`config.mk`:
```
export PLATFORM = sky130hd
export DESIGN_NAME = pc_redirect_ctrl
export DESIGN_NICKNAME = d
export VERILOG_FILES = /design/src/rtl/cpu_pkg.sv /design/src/rtl/pc_src_arbiter.sv /design/src/rtl/pc_redirect_ctrl.sv
export SDC_FILE = /design/constraint.sdc
export NUM_CORES = 1
export LEC_CHECK = 0
export ABC_AREA = 1
export BUFFER_PORTS_ARGS = -buffer_cell sky130_fd_sc_hd__buf_2
export CORE_ASPECT_RATIO = 1.4
export CORE_UTILIZATION = 45
export CTS_CLUSTER_DIAMETER = 40
export DETAILED_ROUTE_END_ITERATION = 10
export GPL_ROUTABILITY_DRIVEN = 0
export PLACE_DENSITY = 0.76
export SETUP_SLACK_MARGIN = 0.2
export SLEW_MARGIN = 20
export SYNTH_ARGS = -nofsm -noshare
export SYNTH_HDL_FRONTEND = slang
export SYNTH_SLANG_ARGS = --single-unit
```
`constraint.sdc`:
```
create_clock -name clk_i -period 2.8 [get_ports clk_i]
set_clock_uncertainty 0.2 [all_clocks]
set_input_delay 0.14 -clock clk_i [delete_from_list [all_inputs] [get_ports clk_i]]
set_output_delay 0.14 -clock clk_i [all_outputs]
set_load 0.01 [all_outputs]
```
`src/rtl/cpu_pkg.sv`:
```
// Shared encodings for the PC/redirect path: next-PC source select, redirect FSM states,
// and the sequential fetch increment.
package cpu_pkg;

  typedef enum logic [1:0] {
    SEQ = 2'b00,
    BR  = 2'b01,
    JMP = 2'b10,
    JR  = 2'b11
  } pc_src_t;

  typedef enum logic {
    RUN     = 1'b0,
    JR_WAIT = 1'b1
  } state_t;

  localparam int unsigned PC_INC = 4;

endpackage

```
`src/rtl/pc_src_arbiter.sv`:
```
// Combinational next-PC source arbiter: branch > jr > jump > sequential.
// Also produces the flush requests and the jr wait-entry condition.
module pc_src_arbiter
  import cpu_pkg::*;
(
  input  logic    i_branch_taken,
  input  logic    i_jr,
  input  logic    i_jr_valid,
  input  logic    i_jump,
  input  logic    i_stall,
  input  state_t  i_state,
  output pc_src_t o_pc_src,
  output logic    o_flush_if_id,
  output logic    o_flush_id_ex,
  output logic    o_wait_enter
);

  always_comb begin
    o_pc_src      = SEQ;
    o_flush_if_id = 1'b0;
    o_flush_id_ex = 1'b0;
    o_wait_enter  = 1'b0;
    if (i_branch_taken) begin
      // EX-stage branch is the oldest instruction; it beats stalls and pending jr.
      o_pc_src      = BR;
      o_flush_if_id = 1'b1;
      o_flush_id_ex = 1'b1;
    end else if (i_state == JR_WAIT) begin
      // The waiting jr is already captured; only its forwarded target is awaited.
      if (i_jr_valid) begin
        o_pc_src      = JR;
        o_flush_if_id = 1'b1;
      end
    end else if (!i_stall) begin
      if (i_jr) begin
        if (i_jr_valid) begin
          o_pc_src      = JR;
          o_flush_if_id = 1'b1;
        end else begin
          o_wait_enter = 1'b1;
        end
      end else if (i_jump) begin
        o_pc_src      = JMP;
        o_flush_if_id = 1'b1;
      end
    end
  end

endmodule

```
`src/rtl/pc_redirect_ctrl.sv`:
```
// PC register owner: applies branch/jr/jump redirects, waits for forwarded jr targets,
// tracks misaligned targets and counts applied redirects.
module pc_redirect_ctrl
  import cpu_pkg::*;
#(
  parameter int                WIDTH    = 32,
  parameter logic [WIDTH-1:0]  RESET_PC = '0,
  parameter int                CNT_W    = 16
) (
  input  logic             clk_i,
  input  logic             rst_i,
  input  logic             stall_i,
  input  logic             jr_i,
  input  logic [WIDTH-1:0] jr_target_i,
  input  logic             jr_target_valid_i,
  input  logic             jump_i,
  input  logic [WIDTH-1:0] jump_target_i,
  input  logic             branch_taken_i,
  input  logic [WIDTH-1:0] branch_target_i,
  output logic [WIDTH-1:0] pc_o,
  output logic             flush_if_id_o,
  output logic             flush_id_ex_o,
  output logic             stall_req_o,
  output logic             misalign_o,
  output logic [CNT_W-1:0] redirect_cnt_o
);

  function automatic logic [CNT_W-1:0] sat_inc(input logic [CNT_W-1:0] v);
    return (&v) ? v : v + 1'b1;
  endfunction

  logic [WIDTH-1:0] r_pc;
  state_t           r_state;
  logic             r_misalign;
  logic [CNT_W-1:0] r_cnt;

  pc_src_t          w_src;
  logic             w_flush_if_id;
  logic             w_flush_id_ex;
  logic             w_wait_enter;
  logic [WIDTH-1:0] w_target;
  logic             w_load;
  logic             w_hold;
  logic             w_misal;

  pc_src_arbiter u_arb (
    .i_branch_taken (branch_taken_i),
    .i_jr           (jr_i),
    .i_jr_valid     (jr_target_valid_i),
    .i_jump         (jump_i),
    .i_stall        (stall_i),
    .i_state        (r_state),
    .o_pc_src       (w_src),
    .o_flush_if_id  (w_flush_if_id),
    .o_flush_id_ex  (w_flush_id_ex),
    .o_wait_enter   (w_wait_enter)
  );

  always_comb begin
    w_target = '0;
    unique case (w_src)
      BR:      w_target = branch_target_i;
      JMP:     w_target = jump_target_i;
      JR:      w_target = jr_target_i;
      default: w_target = '0;
    endcase
  end

  assign w_load  = (w_src != SEQ);
  assign w_hold  = stall_i || w_wait_enter || (r_state == JR_WAIT);
  assign w_misal = w_load && (w_target[1:0] != 2'b00);

  always_ff @(posedge clk_i) begin
    if (!rst_i) begin
      r_pc       <= RESET_PC;
      r_state    <= RUN;
      r_misalign <= 1'b0;
      r_cnt      <= '0;
    end else begin
      if (w_load)
        r_pc <= {w_target[WIDTH-1:2], 2'b00};
      else if (!w_hold)
        r_pc <= r_pc + WIDTH'(PC_INC);
      if (w_load)
        r_state <= RUN;
      else if (w_wait_enter)
        r_state <= JR_WAIT;
      if (w_misal)
        r_misalign <= 1'b1;
      if (w_load)
        r_cnt <= sat_inc(r_cnt);
    end
  end

  // Combinational requests are suppressed while reset is asserted.
  assign flush_if_id_o  = rst_i & w_flush_if_id;
  assign flush_id_ex_o  = rst_i & w_flush_id_ex;
  assign stall_req_o    = rst_i & (r_state == JR_WAIT);
  assign pc_o           = r_pc;
  assign misalign_o     = r_misalign;
  assign redirect_cnt_o = r_cnt;

endmodule
```
==> impl_results.md, run 1 <==
- Die Y: roughly 110 um
- Switching pwr: 0.5595 mW
- CP startpoint kind: input pin
- Async SR Flop Fraction: 0%
- Clock tree buffer depth: 2
- Core ar.: 7893 um^2
- Initial antenna violation count: 0
- Cells along the critical path: dlygate4sd3_1 > buf_2 > inv_1 > nand3_1 > nor2_2 > buf_4 > nand2_1 > nand3_1 > dlygate4sd3_1 > nand3_1 > nor2_1
- Met3 Usage GRT: 5.809%
- Rows: 38
- Root Driver: clkbuf_8
- Die footprint: 8673 um^2
- Leak pwr: between 2 and 2.5 nW
- Pwr Density: about 370 nW/um^2
- Status: completed
- Power Internal: about 1.2 mW
- #FFs+latches synth: 48
- Sequential share of power: between 40 and 50%
- CTS tree: yes
- Critical path's largest stage delay: between 500 and 600 ps
- Detail Placement HPWL: 9902 um
- Vias in the first global route: 4,621
- Worst EP arrival: 2410 ps
- YS warnings: 0
- GRT Total Usage: between 30% and 40%
- Synth cell count leaders: 222 x nand2_1, 72 x nor2_1, 59 x inv_1, 55 x o21ai_0, 53 x nand3_1
- Total chip power: roughly 1.7 mW
- Design Area, Final: 4755 um^2
- Final Hold Viols: 0
- Mapped cell area: around 3700 um^2
- Worst Path Class, Setup: in2reg
- Layout fillers: 800
- Mean Syn Cell Area: ~5.7 um^2
- Final setup vio count: 0
- Top_reg_cell synth: dfxtp_1
- Placed inst area: 4546 um^2
- First-pass GRT wire length: 20,550 um
- Clock buffer count from CTS: 5
- Top cell type's share of synthesized area: about a quarter
- GR Util met2: a little under three fifths
- IO Pins: 155
- Vias: roughly 4,800
- Avg WL per Cell: roughly 14 um
- Final WL: 12,740 um
- Worst-path clk slew: about 90 ps
- RSZ-0062 raised after global routing: no
- DRT iter0 DRCs: just over 300
- Synth area leaders: dfxtp_1 26%, nand2_1 22%, o21ai_0 7.4%
- Clock sink total: between 40 and 50
- Final net count: about 900
- M1 GR Usage: a little under a third
- Total congestion overflow: 0
- Crit path max fanout: 12
- CTS resizes: 0
- Final slew viol count: 0
- Comb power frac: roughly a quarter
- Slowest CP cell: dlygate4sd3_1
- Antenna cells: 0
- Fmax: 422.6 MHz
- Tmin final: between 2000 and 2500 ps
- Sequential area share after synthesis: between 20% and 30%
- Starting density of the core: 47.32%
- Clock power frac: 28.0%
- Post-layout worst setup margin: between 400 and 500 ps
- Drt via density: between 5 and 6
- Setup TNS Final: 0 ps
- Number of post-CTS setup repair buffers: 0
- Period utilization: 84.51%
- H-tree depth: 2
- Maximum VDD drop: 0.2925 mV
- Cell mode on critical path: nand3_1
- DR pass1 iterations: 5
- Top-count cell post-synth: nand2_1
- Largest net degree at the start of global routing: 48
- Drt drc: 0
- Critical Path RT: 2840 ps
- Max cap viols: 0
- ANT nets after route: 0
- Hold-fix buffers, CTS: 11
- Post-synth EDFFs: 0
- CP endpoint kind: flip-flop
- Dpl ws: about 650 ps
- Cell taking the most area after synthesis: dfxtp_1
- Post-Syn Instances: roughly 650
- Most Crowded Layer GR: met2
- Netlist cell types: 35
- IO buf count: between 150 and 200
- Worst skew pair latency: 300 ps
- Hold WS: between 3 and 4 ps
- Chip width: between 70 and 80 um
- Layout cells sized above 1: between 20 and 25%
- Net Sw Frac: between 30% and 40%
- Hold crit path type: in2reg
- Area grow syn2layout: 27.30%
-- final timing paths --
path	start	depth (start not counted)	end	slack, ps
worst min-delay path	jr_target_i[27]	5	pc_o[27]$_SDFFE_PN0P_	4
worst max-delay path	jr_i	11	pc_o[16]$_SDFFE_PN0P_	430
worst min register to register	misalign_o$_SDFFE_PN0P_	2	misalign_o$_SDFFE_PN0P_	270
worst max register to register	r_state$_SDFFE_PP0P_	11	pc_o[16]$_SDFFE_PN0P_	460
-- cell type report --
type	count	area (um^2)	area share (%)
Multi-Input combinational cell	515	2387	50.21
Tap cell	100	125.1	2.632
Clock buffer	5	68.82	1.447
Clock inverter	1	30.03	0.6316
Sequential cell	48	960.9	20.21
Inverter	63	244.0	5.132
Timing Repair Buffer	172	938.4	19.74
-- power groups by stage --
| stage | sequential [mW] | combinational (mW) | clock (mW) |
|---|---|---|---|
| 2_1_floorplan | 0.820 | 0.237 | 0 |
| 3_3_place_gp | 0.817 | 0.423 | 0 |
| 3_5_place_dp | 0.819 | 0.431 | 0 |
| 4_1_cts | 0.803 | 0.446 | 0.498 |
| 5_1_grt | 0.813 | 0.501 | 0.521 |
| 6_report | 0.806 | 0.448 | 0.488 |
-- worst max-delay path, delay by kind of cell --
| kind | cells | cell delay, ps |
|---|---|---|
| buf+inv | 5 | 1570 |
| simple gates | 6 | 700 |
-- stage by stage --
step,util (%),cells
2_1_floorplan,-,653
3_3_place_gp,57.59,887
3_5_place_dp,57.59,887
4_1_cts,60.24,904
5_1_grt,60.24,904
6_report,60.24,904
-- state kept, by name, indices dropped and copies added, names as in the netlist --
| name | cells |
|---|---|
| misalign_o | 1 |
| pc_o | 30 |
| r_state | 1 |
| redirect_cnt_o | 16 |
-- logic make-up after synthesis --
group           count (synthesis)  synth area share [%]
fa+ha+maj                       2                0.6699
flops                          48                 25.73
buf+inv                        90                 10.55
simple gates                  384                 43.75
compound gates                108                 14.74
other cells                     1                0.1004
xor+xnor                       19                 4.456
-- cells in the final DEF, fill, tap and decap left out, types with 12 or more instances in the layout --
master and instances:
nor2_1 72, buf_2 152, dfxtp_1 48, a21oi_1 48, nand2_1 222, nand3_1 53, o21ai_0 55, inv_1 59
xnor2_1 12
-- per-layer routing --
metal | vias up | share of wire [%]
met5 | - | 0
met4 | 0 | 4.5
met3 | 56 | 6.6
met2 | 205 | 52
met1 | 2170 | 37
li1 | 2379 | -
Power figures use the tool's default switching activity.
==> run 2: changes to the inputs <==
--- a/config.mk
+++ b/config.mk
@@ -5,14 +5,14 @@
 export SDC_FILE = /design/constraint.sdc
 export NUM_CORES = 1
 export LEC_CHECK = 0
-export ABC_AREA = 1
+export ABC_AREA = 0
 export BUFFER_PORTS_ARGS = -buffer_cell sky130_fd_sc_hd__buf_2
 export CORE_ASPECT_RATIO = 1.4
 export CORE_UTILIZATION = 45
 export CTS_CLUSTER_DIAMETER = 40
 export DETAILED_ROUTE_END_ITERATION = 10
 export GPL_ROUTABILITY_DRIVEN = 0
-export PLACE_DENSITY = 0.76
+export PLACE_DENSITY = 0.79
 export SETUP_SLACK_MARGIN = 0.2
 export SLEW_MARGIN = 20
 export SYNTH_ARGS = -nofsm -noshare
==> constraint.sdc (replaced) <==
create_clock -name clk_i -period 2.3 [get_ports clk_i]
set_clock_uncertainty 0.2 [all_clocks]
set_input_delay 0.115 -clock clk_i [delete_from_list [all_inputs] [get_ports clk_i]]
set_output_delay 0.115 -clock clk_i [all_outputs]
set_load 0.01 [all_outputs]
==> run 2 against run 1 <==
Effect of this change:
- the run now ends with hold timing left
- core utilization is 11 points higher
- largest cell class unchanged
- wire length decreased by 1.1%
- largest power group unchanged
- combinational power rose by 23%
==> impl_results.md, run 2 <==
- Status: finished, violations left
- Failing checks: hold timing
- Layout cells sized above 1: 37.14% (+14 points)
- Sequential share of power: 46.5% (+0.2 points)
- Max FFs per register: 30 (unchanged)
- DR pass1 iterations: 8 (+3)
- Fin cells: 687 (-24%)
- Synth area leaders: dfxtp_1 31%, a21oi_1 4.3%, xor2_1 4.2%
- Clock buffer count from CTS: 5 (unchanged)
- Top-count cell post-synth: dfxtp_1
- Total congestion overflow: 0 (unchanged)
- Fmax: approximately 470 MHz
- Top cell type's share of synthesized area: 30.60% (+4.9 points)
- Root Driver: clkbuf_8
- Post-Syn Instances: 389 (-40%)
- Commonest non-fill, non-tap cell in the layout: buf_2
- Cell mode on critical path: and3_4
- Area grow syn2layout: 51.35%
- Vias in the first global route: 4,062 (-12%)
- Die footprint: 7322 um^2 (-16%)
- Clock power frac: 26.6% (-1.4 points)
- Maximum VDD drop: 0.3962 mV (+35%)
- Cells along the critical path: ha_2 > and3_4 > and3_4 > buf_4 > a21oi_2 > a211oi_1 > a41o_1
- Rows: 35 (-7.9%)
- GRT Total Usage: 33.60% (+3.6 points)
- Comb power frac: 26.9% (+1.2 points)
- Final slew viol count: 0 (unchanged)
- Critical Path RT: 2300 ps (-540 ps)
- CP endpoint kind: flip-flop
- Tmin final: approximately 2100 ps
- Post-synthesis mux area share: 3.187% (+3.2 points)
- Top_reg_cell synth: dfxtp_1
- Period utilization: ~92%
- Worst EP arrival: 2110 ps (-300 ps)
- Synth Area in Adders: 0.7968% (+0.13 points)
- Leak pwr: 2.128 nW (-5.2%)
- Final net count: 699 (-23%)
- Switching pwr: 0.6296 mW (+13%)
- Final Hold Viols: 1 (+1)
- ANT nets after route: 0 (unchanged)
- Chip width: 72.61 um (-8.1%)
- Hold crit path type: in2reg
- RSZ-0062 raised after global routing: yes
- CTS tree: yes
- Setup TNS Final: 0 ps (unchanged)
- Die Y: 100.8 um (-8.2%)
- Power Internal: 1.410 mW (+19%)
- DRT iter0 DRCs: 411 (+35%)
- Post-layout worst setup margin: 191.1 ps (-242.8 ps)
- Mean Syn Cell Area: 8.073 um^2 (+41%)
- Drt via density: 6.051 (+14%)
- Post-Synth Simple-Gate Area: 25.74% (-18 points)
- Cell taking the most area after synthesis: dfxtp_1
- Final WL: 12,600 um (-1.1%)
- Initial antenna violation count: 0 (unchanged)
- IO Pins: 155 (unchanged)
- Netlist cell types: 61 (+74%)
- Largest net degree at the start of global routing: 19 (-60%)
- Final setup vio count: 0 (unchanged)
- #FFs+latches synth: 48 (unchanged)
- Crit path max fanout: 7 (-5)
- Max cap viols: 0 (unchanged)
- Rel. slew slack: 52.25%
- Avg WL per Cell: 18.35 um (+30%)
- Vias: 4,157 (-14%)
- Drt drc: 0 (unchanged)
- Slowest CP cell: a21oi_2
- Critical path's largest stage delay: 350 ps (-200 ps)
- Starting density of the core: 47.18% (-0.14 points)
- Main combinational cell family by area after synthesis: compound AO/OA/AOI/OAI gates
- Sequential area share after synthesis: 30.60% (+4.9 points)
- H-tree depth: 2 (unchanged)
- Async SR Flop Fraction: 0% (unchanged)
- Worst-path clk slew: 90 ps (about the same)
- CP startpoint kind: flip-flop
- Clock sink total: 48 (unchanged)
- XOR/XNOR Fraction of Synth Area: 5.857% (+1.4 points)
- Antenna cells: 0 (unchanged)
- Placed insts: 631 (-29%)
- Worst slew pin tran: slightly above 700 ps
- Core ar.: 6656 um^2 (-16%)
- Most frequent cells in the layout: 152 x buf_2, 42 x dfxtp_1, 40 x dlygate4sd3_1
- Pwr Density: 429.2 nW/um^2 (+17%)
- Clock tree buffer depth: 2 (unchanged)
- Mapped cell area: 3141 um^2 (-16%)
- Hold WS: -9.750 ps (-13.39 ps)
- Total chip power: 2.040 mW (+17%)
- YS warnings: 0 (unchanged)
- Post-synth EDFFs: 0 (unchanged)
- Worst Path Class, Setup: reg2reg
- Detail Placement HPWL: 8369 um (-15%)
- Net Sw Frac: 30.86% (-1.3 points)
- Synth cell count leaders: 48 x dfxtp_1, 27 x a21oi_1, 27 x nand2_1, 22 x nor2_1, 22 x o21ai_0
- Synth Area in Compound Gates: 28.45% (+14 points)
- Worst skew pair latency: 300 ps (about the same)
- Dpl ws: 156.5 ps (-495.2 ps)
- First-pass GRT wire length: 19,210 um (-6.5%)
- IO buf count: 152 (unchanged)
[run 2: cell count changes in the layout (fill, tap and decap cells not counted), sizes merged, moves of 12 or more]
cell,previous run,this run
nand2,225,27
nor2,79,23
inv,63,8
nand3,54,16
o21ai,55,23
dlygate4sd3,11,40
buf,161,183
a21oi,49,28
nand4,4,17
a222oi,0,12
[run 2: cell families after synthesis]
| family | count (synthesis) |
|---|---|
| fa+ha+maj | 2 |
| mux | 10 |
| xor+xnor | 21 |
| flops | 48 |
| other cells | 1 |
| compound gates | 127 |
| buf+inv | 36 |
| simple gates | 144 |
[run 2: critical path, delay by kind of cell (launching register included)]
kind | cells | cell delay (ps)
flops | 1 | 340
buf+inv | 1 | 150
simple gates | 2 | 380
compound gates | 3 | 740
fa+ha+maj | 1 | 190
[run 2: area by class of cell]
cell class                 instances  area [um^2]
sequential                        48        968.4
tap                               92        115.1
multi-input combinational        307         2127
inverter                           9        33.78
timing repair buffer             223         1419
fill                             526         1903
clock buffer                       8        90.09
[run 2: routing by layer]
metal  vias to the layer above  part of all wire, %  global-route usage [%]
li1                       1916                    -                       -
met1                      1934                   36                   36.80
met2                       256                   51                   59.60
met3                        51                  8.2                   7.400
met4                         0                  4.4                   17.65
met5                         -                    0                       0
[run 2: stage by stage]
step	util [%]	instance area, um^2
final	71.41	4753
after global routing	71.41	4753
after CTS	69.81	4647
after detailed placement	61.80	4114
after global placement	61.80	4114
after floorplan	-	3159
[run 2: power groups by stage]
stage                     Clock, mW  Combinational (mW)  Sequential (mW)
after floorplan                   0               0.214            0.977
after global placement            0               0.447            0.960
after detailed placement          0               0.460            0.964
after CTS                     0.541               0.515            0.945
after global routing          0.577               0.585            0.955
final                         0.543               0.549            0.948
[run 2: path summary, 6_finish.rpt]
| kind | from | to | slack [ps] | cells past startpoint |
|---|---|---|---|---|
| min | jr_target_i[0] | misalign_o$_SDFFE_PN0P_ | -10 | 3 |
| max | redirect_cnt_o[1]$_SDFFE_PN0P_ | redirect_cnt_o[2]$_SDFFE_PN0P_ | 190 | 7 |
| min reg2reg | misalign_o$_SDFFE_PN0P_ | misalign_o$_SDFFE_PN0P_ | 290 | 2 |
| max reg2reg | redirect_cnt_o[1]$_SDFFE_PN0P_ | redirect_cnt_o[2]$_SDFFE_PN0P_ | 190 | 7 |
[run 2: timing repair]
action	CTS	global route
hold buffers	40	0
setup buffers	1	6
hold endpoints to repair	20	0
pin swaps	2	5
resized for setup	6	14
endpoints found under the setup margin	6	27
gates cloned	0	1
==> run 3: changes to the inputs <==
--- a/config.mk
+++ b/config.mk
@@ -8,11 +8,11 @@
 export ABC_AREA = 0
 export BUFFER_PORTS_ARGS = -buffer_cell sky130_fd_sc_hd__buf_2
 export CORE_ASPECT_RATIO = 1.4
-export CORE_UTILIZATION = 45
+export CORE_UTILIZATION = 42
 export CTS_CLUSTER_DIAMETER = 40
 export DETAILED_ROUTE_END_ITERATION = 10
 export GPL_ROUTABILITY_DRIVEN = 0
-export PLACE_DENSITY = 0.79
+export PLACE_DENSITY = 0.77
 export SETUP_SLACK_MARGIN = 0.2
 export SLEW_MARGIN = 20
 export SYNTH_ARGS = -nofsm -noshare
==> constraint.sdc (replaced) <==
create_clock -name clk_i -period 1.75 [get_ports clk_i]
set_clock_uncertainty 0.2 [all_clocks]
set_input_delay 0.0875 -clock clk_i [delete_from_list [all_inputs] [get_ports clk_i]]
set_output_delay 0.0875 -clock clk_i [all_outputs]
set_load 0.01 [all_outputs]
==> run 3 against run 2 <==
Effect of this change:
- the run now fails in 5_1_grt
- synthesized area unchanged
- synthesized cell count stayed put
==> impl_results.md, run 3 <==
- Status: did not finish
- Failing step: 5_1_grt
- Error msg: [ERROR GRT-0232] Routing congestion too high. Check the congestion heatmap in the GUI.
- Cell taking the most area after synthesis: dfxtp_1
- Largest net degree at the start of global routing: 20
- Top_reg_cell synth: dfxtp_1
- Starting density of the core: 44.13% (-3.1 points)
- Placed insts: 721 (+14%)
- Detail Placement HPWL: 9685 um (+16%)
- Mapped cell area: 3141 um^2 (unchanged)
- Top-count cell post-synth: dfxtp_1
- Total congestion overflow: 1
- Post-Syn Instances: 389 (unchanged)
- Post-synth EDFFs: 0 (unchanged)
- Placed inst area: 5014 um^2 (+22%)
- WEP type: register data pin
- Die Y: 104.3 um (+3.4%)
- Rows: 36 (+2.9%)
- Synth cell count leaders: 48 x dfxtp_1, 27 x a21oi_1, 27 x nand2_1, 22 x nor2_1, 22 x o21ai_0
- Top cell type's share of synthesized area: 30.60% (unchanged)
- Dpl ws: -315.5 ps (-472.0 ps)
- Async SR Flop Fraction: 0% (unchanged)
- Clock tree buffer depth: 2 (unchanged)
- IO buf count: 152 (unchanged)
- Clock buffer count from CTS: 5 (unchanged)
- H-tree depth: 2 (unchanged)
- Initial antenna violation count: 1
- #FFs+latches synth: 48 (unchanged)
- Sequential area share after synthesis: 30.60% (unchanged)
- Clock sink total: 48 (unchanged)
- Chip width: 75.08 um (+3.4%)
- Worst EP post-GRT repair: redirect_cnt_o[13]$_SDFFE_PN0P_/D
- Root Driver: clkbuf_8
- YS warnings: 0 (unchanged)
- IO Pins: 155 (unchanged)
- Mean Syn Cell Area: 8.073 um^2 (unchanged)
- Netlist cell types: 61 (unchanged)
- Synth area leaders: dfxtp_1 31%, a21oi_1 4.3%, xor2_1 4.2%
- GRT Total Usage: 68.77%
run 3: cell families after synthesis:
logic type | share of synthesized area, %
buffers and inverters | 5.259
AO/OA/AOI/OAI | 28.45
multiplexers | 3.187
AND/OR/NAND/NOR | 25.74
flip-flops | 30.60
other | 0.1194
adder cells (fa/ha/maj) | 0.7967
XOR/XNOR | 5.857
run 3: stage by stage:
stage	TNS, ps	hold slack [ps]
floorplan	-1591	42.83
detailed placement	-5076	189.9
global placement	-3488	175.7
CTS	-6210	5.796
run 3: timing repair:
action                                 in CTS
pin swaps                                  57
setup endpoints to repair                  49
gates resized for setup                    86
hold buffers                               46
endpoints found under the hold margin      23
cloned                                      3
buffers inserted                           22
run 3: metal layers:
metal | overflow | track usage [%]
met1 | 0 | 69.21
met2 | 1 | 88.80
met3 | 0 | 48.84
met4 | 0 | 65.36
met5 | 0 | 3.704
==> run 4: changes to the inputs <==
--- a/config.mk
+++ b/config.mk
@@ -7,13 +7,10 @@
 export LEC_CHECK = 0
 export ABC_AREA = 0
 export BUFFER_PORTS_ARGS = -buffer_cell sky130_fd_sc_hd__buf_2
-export CORE_ASPECT_RATIO = 1.4
-export CORE_UTILIZATION = 42
-export CTS_CLUSTER_DIAMETER = 40
+export CORE_UTILIZATION = 30
 export DETAILED_ROUTE_END_ITERATION = 10
 export GPL_ROUTABILITY_DRIVEN = 0
-export PLACE_DENSITY = 0.77
-export SETUP_SLACK_MARGIN = 0.2
+export PLACE_DENSITY_LB_ADDON = 0.15
 export SLEW_MARGIN = 20
 export SYNTH_ARGS = -nofsm -noshare
 export SYNTH_HDL_FRONTEND = slang
==> constraint.sdc (replaced) <==
create_clock -name clk_i -period 2.3 [get_ports clk_i]
set_clock_uncertainty 0.2 [all_clocks]
set_input_delay 0.115 -clock clk_i [delete_from_list [all_inputs] [get_ports clk_i]]
set_output_delay 0.115 -clock clk_i [all_outputs]
set_load 0.01 [all_outputs]
==> run 4 against run 3 <==
Effect of this change:
- the run now ends clean
==> impl_results.md, run 4 (synthesis results as in run 2) <==
- Status: completed
- Post-layout worst setup margin: slightly above 90 ps
- Worst EP arrival: approximately 2300 ps
- Rows: 36 (unchanged)
- Period utilization: 95.93%
- Die footprint: 10,880 um^2
- Layout cells sized above 1: between 30% and 40%
- Drt via density: roughly 5.4
- Pwr Density: 445.6 nW/um^2
- Setup TNS Final: 0 ps
- Switching pwr: 0.6279 mW
- Vias: a little under 4,000
- Rel. slew slack: 56.31%
- Final WL: between 10,000 and 15,000 um
- IO Pins: 155 (unchanged)
- Clock power frac: ~30%
- Leak pwr: 2.112 nW
- GRT Total Usage: between 20% and 30%
- Design Area, Final: around 4700 um^2
- CP endpoint kind: flip-flop
- Number of post-CTS setup repair buffers: 0 (-100%)
- Sequential share of power: roughly 44%
- Fmax: approximately 450 MHz
- CTS tree: yes
- Die Y: 104.3 um (unchanged)
- Worst slew pin tran: approximately 660 ps
- H-tree depth: 2 (unchanged)
- First-pass GRT wire length: slightly below 20,000 um
- Total chip power: about 2.1 mW
- DRT iter0 DRCs: between 200 and 250
- Detail Placement HPWL: 8780 um (-9.3%)
- Drt drc: 0
- Final Hold Viols: 0
- CP startpoint kind: flip-flop
- Root Driver: clkbuf_8
- Final setup vio count: 0
- Starting density of the core: 31.55% (-13 points)
- Initial antenna violation count: 0
- Area grow syn2layout: 50.68%
- Worst-path clk slew: approximately 100 ps
- Max cap viols: 0
- Vias in the first global route: between 3,000 and 4,000
- Avg WL per Cell: ~17 um
- Crit path max fanout: 6
- Net Sw Frac: approximately 30%
- Clock tree buffer depth: 2 (unchanged)
- Util after Layout: roughly 48%
- Commonest non-fill, non-tap cell in the layout: buf_2
- Max FFs per register: 30
- Final slew viol count: 0
- Antenna cells: 0
- DR pass1 iterations: 7
- RSZ-0062 raised after global routing: yes
- Clock sink total: 48 (unchanged)
- Power Internal: between 1 and 1.5 mW
- Critical Path RT: between 2000 and 2500 ps
- Placed inst area: 4175 um^2 (-17%)
- Maximum VDD drop: around 0.37 mV
- Layout fillers: 1,010
- Largest net degree at the start of global routing: 35
- Total congestion overflow: 0
- Worst Path Class, Setup: reg2reg
- IO buf count: 152 (unchanged)
- Chip width: 104.3 um (+39%)
- Most frequent cells in the layout: 152 x buf_2, 46 x dfxtp_1, 42 x dlygate4sd3_1
- Final net count: 698
- Hold crit path type: in2reg
- Clock buffer count from CTS: 5 (unchanged)
- Dpl ws: 40.89 ps (+356.4 ps)
- Worst skew pair latency: 300 ps
- Tmin final: 2206 ps
- ANT nets after route: 0
- Comb power frac: approximately 26%
- Core ar.: roughly 10000 um^2
## run 4: cell type report
type	instances	area, um^2	area share (%)
timing repair buffer	223	1411	29.83
clock inverter	3	42.54	0.8990
tap	133	166.4	3.517
inverter	9	33.78	0.7139
sequential	48	963.4	20.36
clock buffer	5	68.82	1.454
multi-input combinational	306	2046	43.23
## run 4: worst paths after layout
check	from	end	slack [ps]	cells after the start
worst min register to register	misalign_o$_SDFFE_PN0P_	misalign_o$_SDFFE_PN0P_	300	2
worst max register to register	redirect_cnt_o[0]$_SDFFE_PN0P_	redirect_cnt_o[13]$_SDFFE_PN0P_	90	6
worst max-delay path	redirect_cnt_o[0]$_SDFFE_PN0P_	redirect_cnt_o[13]$_SDFFE_PN0P_	90	6
worst min-delay path	branch_target_i[0]	misalign_o$_SDFFE_PN0P_	6	3
## run 4: worst max-delay path, stage by stage (launching register included)
cell,delay [ps]
dfxtp_2,350
ha_1,230
and3_4,200
and3_4,190
a211o_4,340
or4_1,500
a21oi_1,130
## run 4: repair_timing
action                                  4_1_cts  5_1_grt
pin swaps                                     1        2
hold buffers                                 42        0
gates resized for setup                       2        5
cloned                                        0        0
endpoints found under the setup margin        1        4
endpoints found under the hold margin        19        0
## run 4: power groups by stage
| stage | clock network (mW) | registers, mW | logic [mW] |
|---|---|---|---|
| after CTS | 0.648 | 0.937 | 0.537 |
| after detailed placement | 0 | 0.956 | 0.480 |
| after global placement | 0 | 0.954 | 0.475 |
| after global routing | 0.678 | 0.945 | 0.590 |
| final | 0.632 | 0.937 | 0.539 |
| after floorplan | 0 | 0.975 | 0.214 |
## run 4: layer usage
| layer | vias to the layer above | track usage (%) | routed length (um) |
|---|---|---|---|
| met5 | - | 0 | 0 |
| met4 | 0 | 5.306 | 160 |
| met3 | 13 | 4.574 | 871 |
| met2 | 162 | 38.74 | 5706 |
| met1 | 1815 | 27.95 | 5481 |
| li1 | 1916 | - | - |
## run 4: through the flow
step / std cells / hold slack [ps]
final: 727 / 6.403
after global routing: 727 / 6.473
after CTS: 727 / 3.263
after detailed placement: 677 / 217.7
after global placement: 677 / 212.6
after floorplan: 390 / 70.33
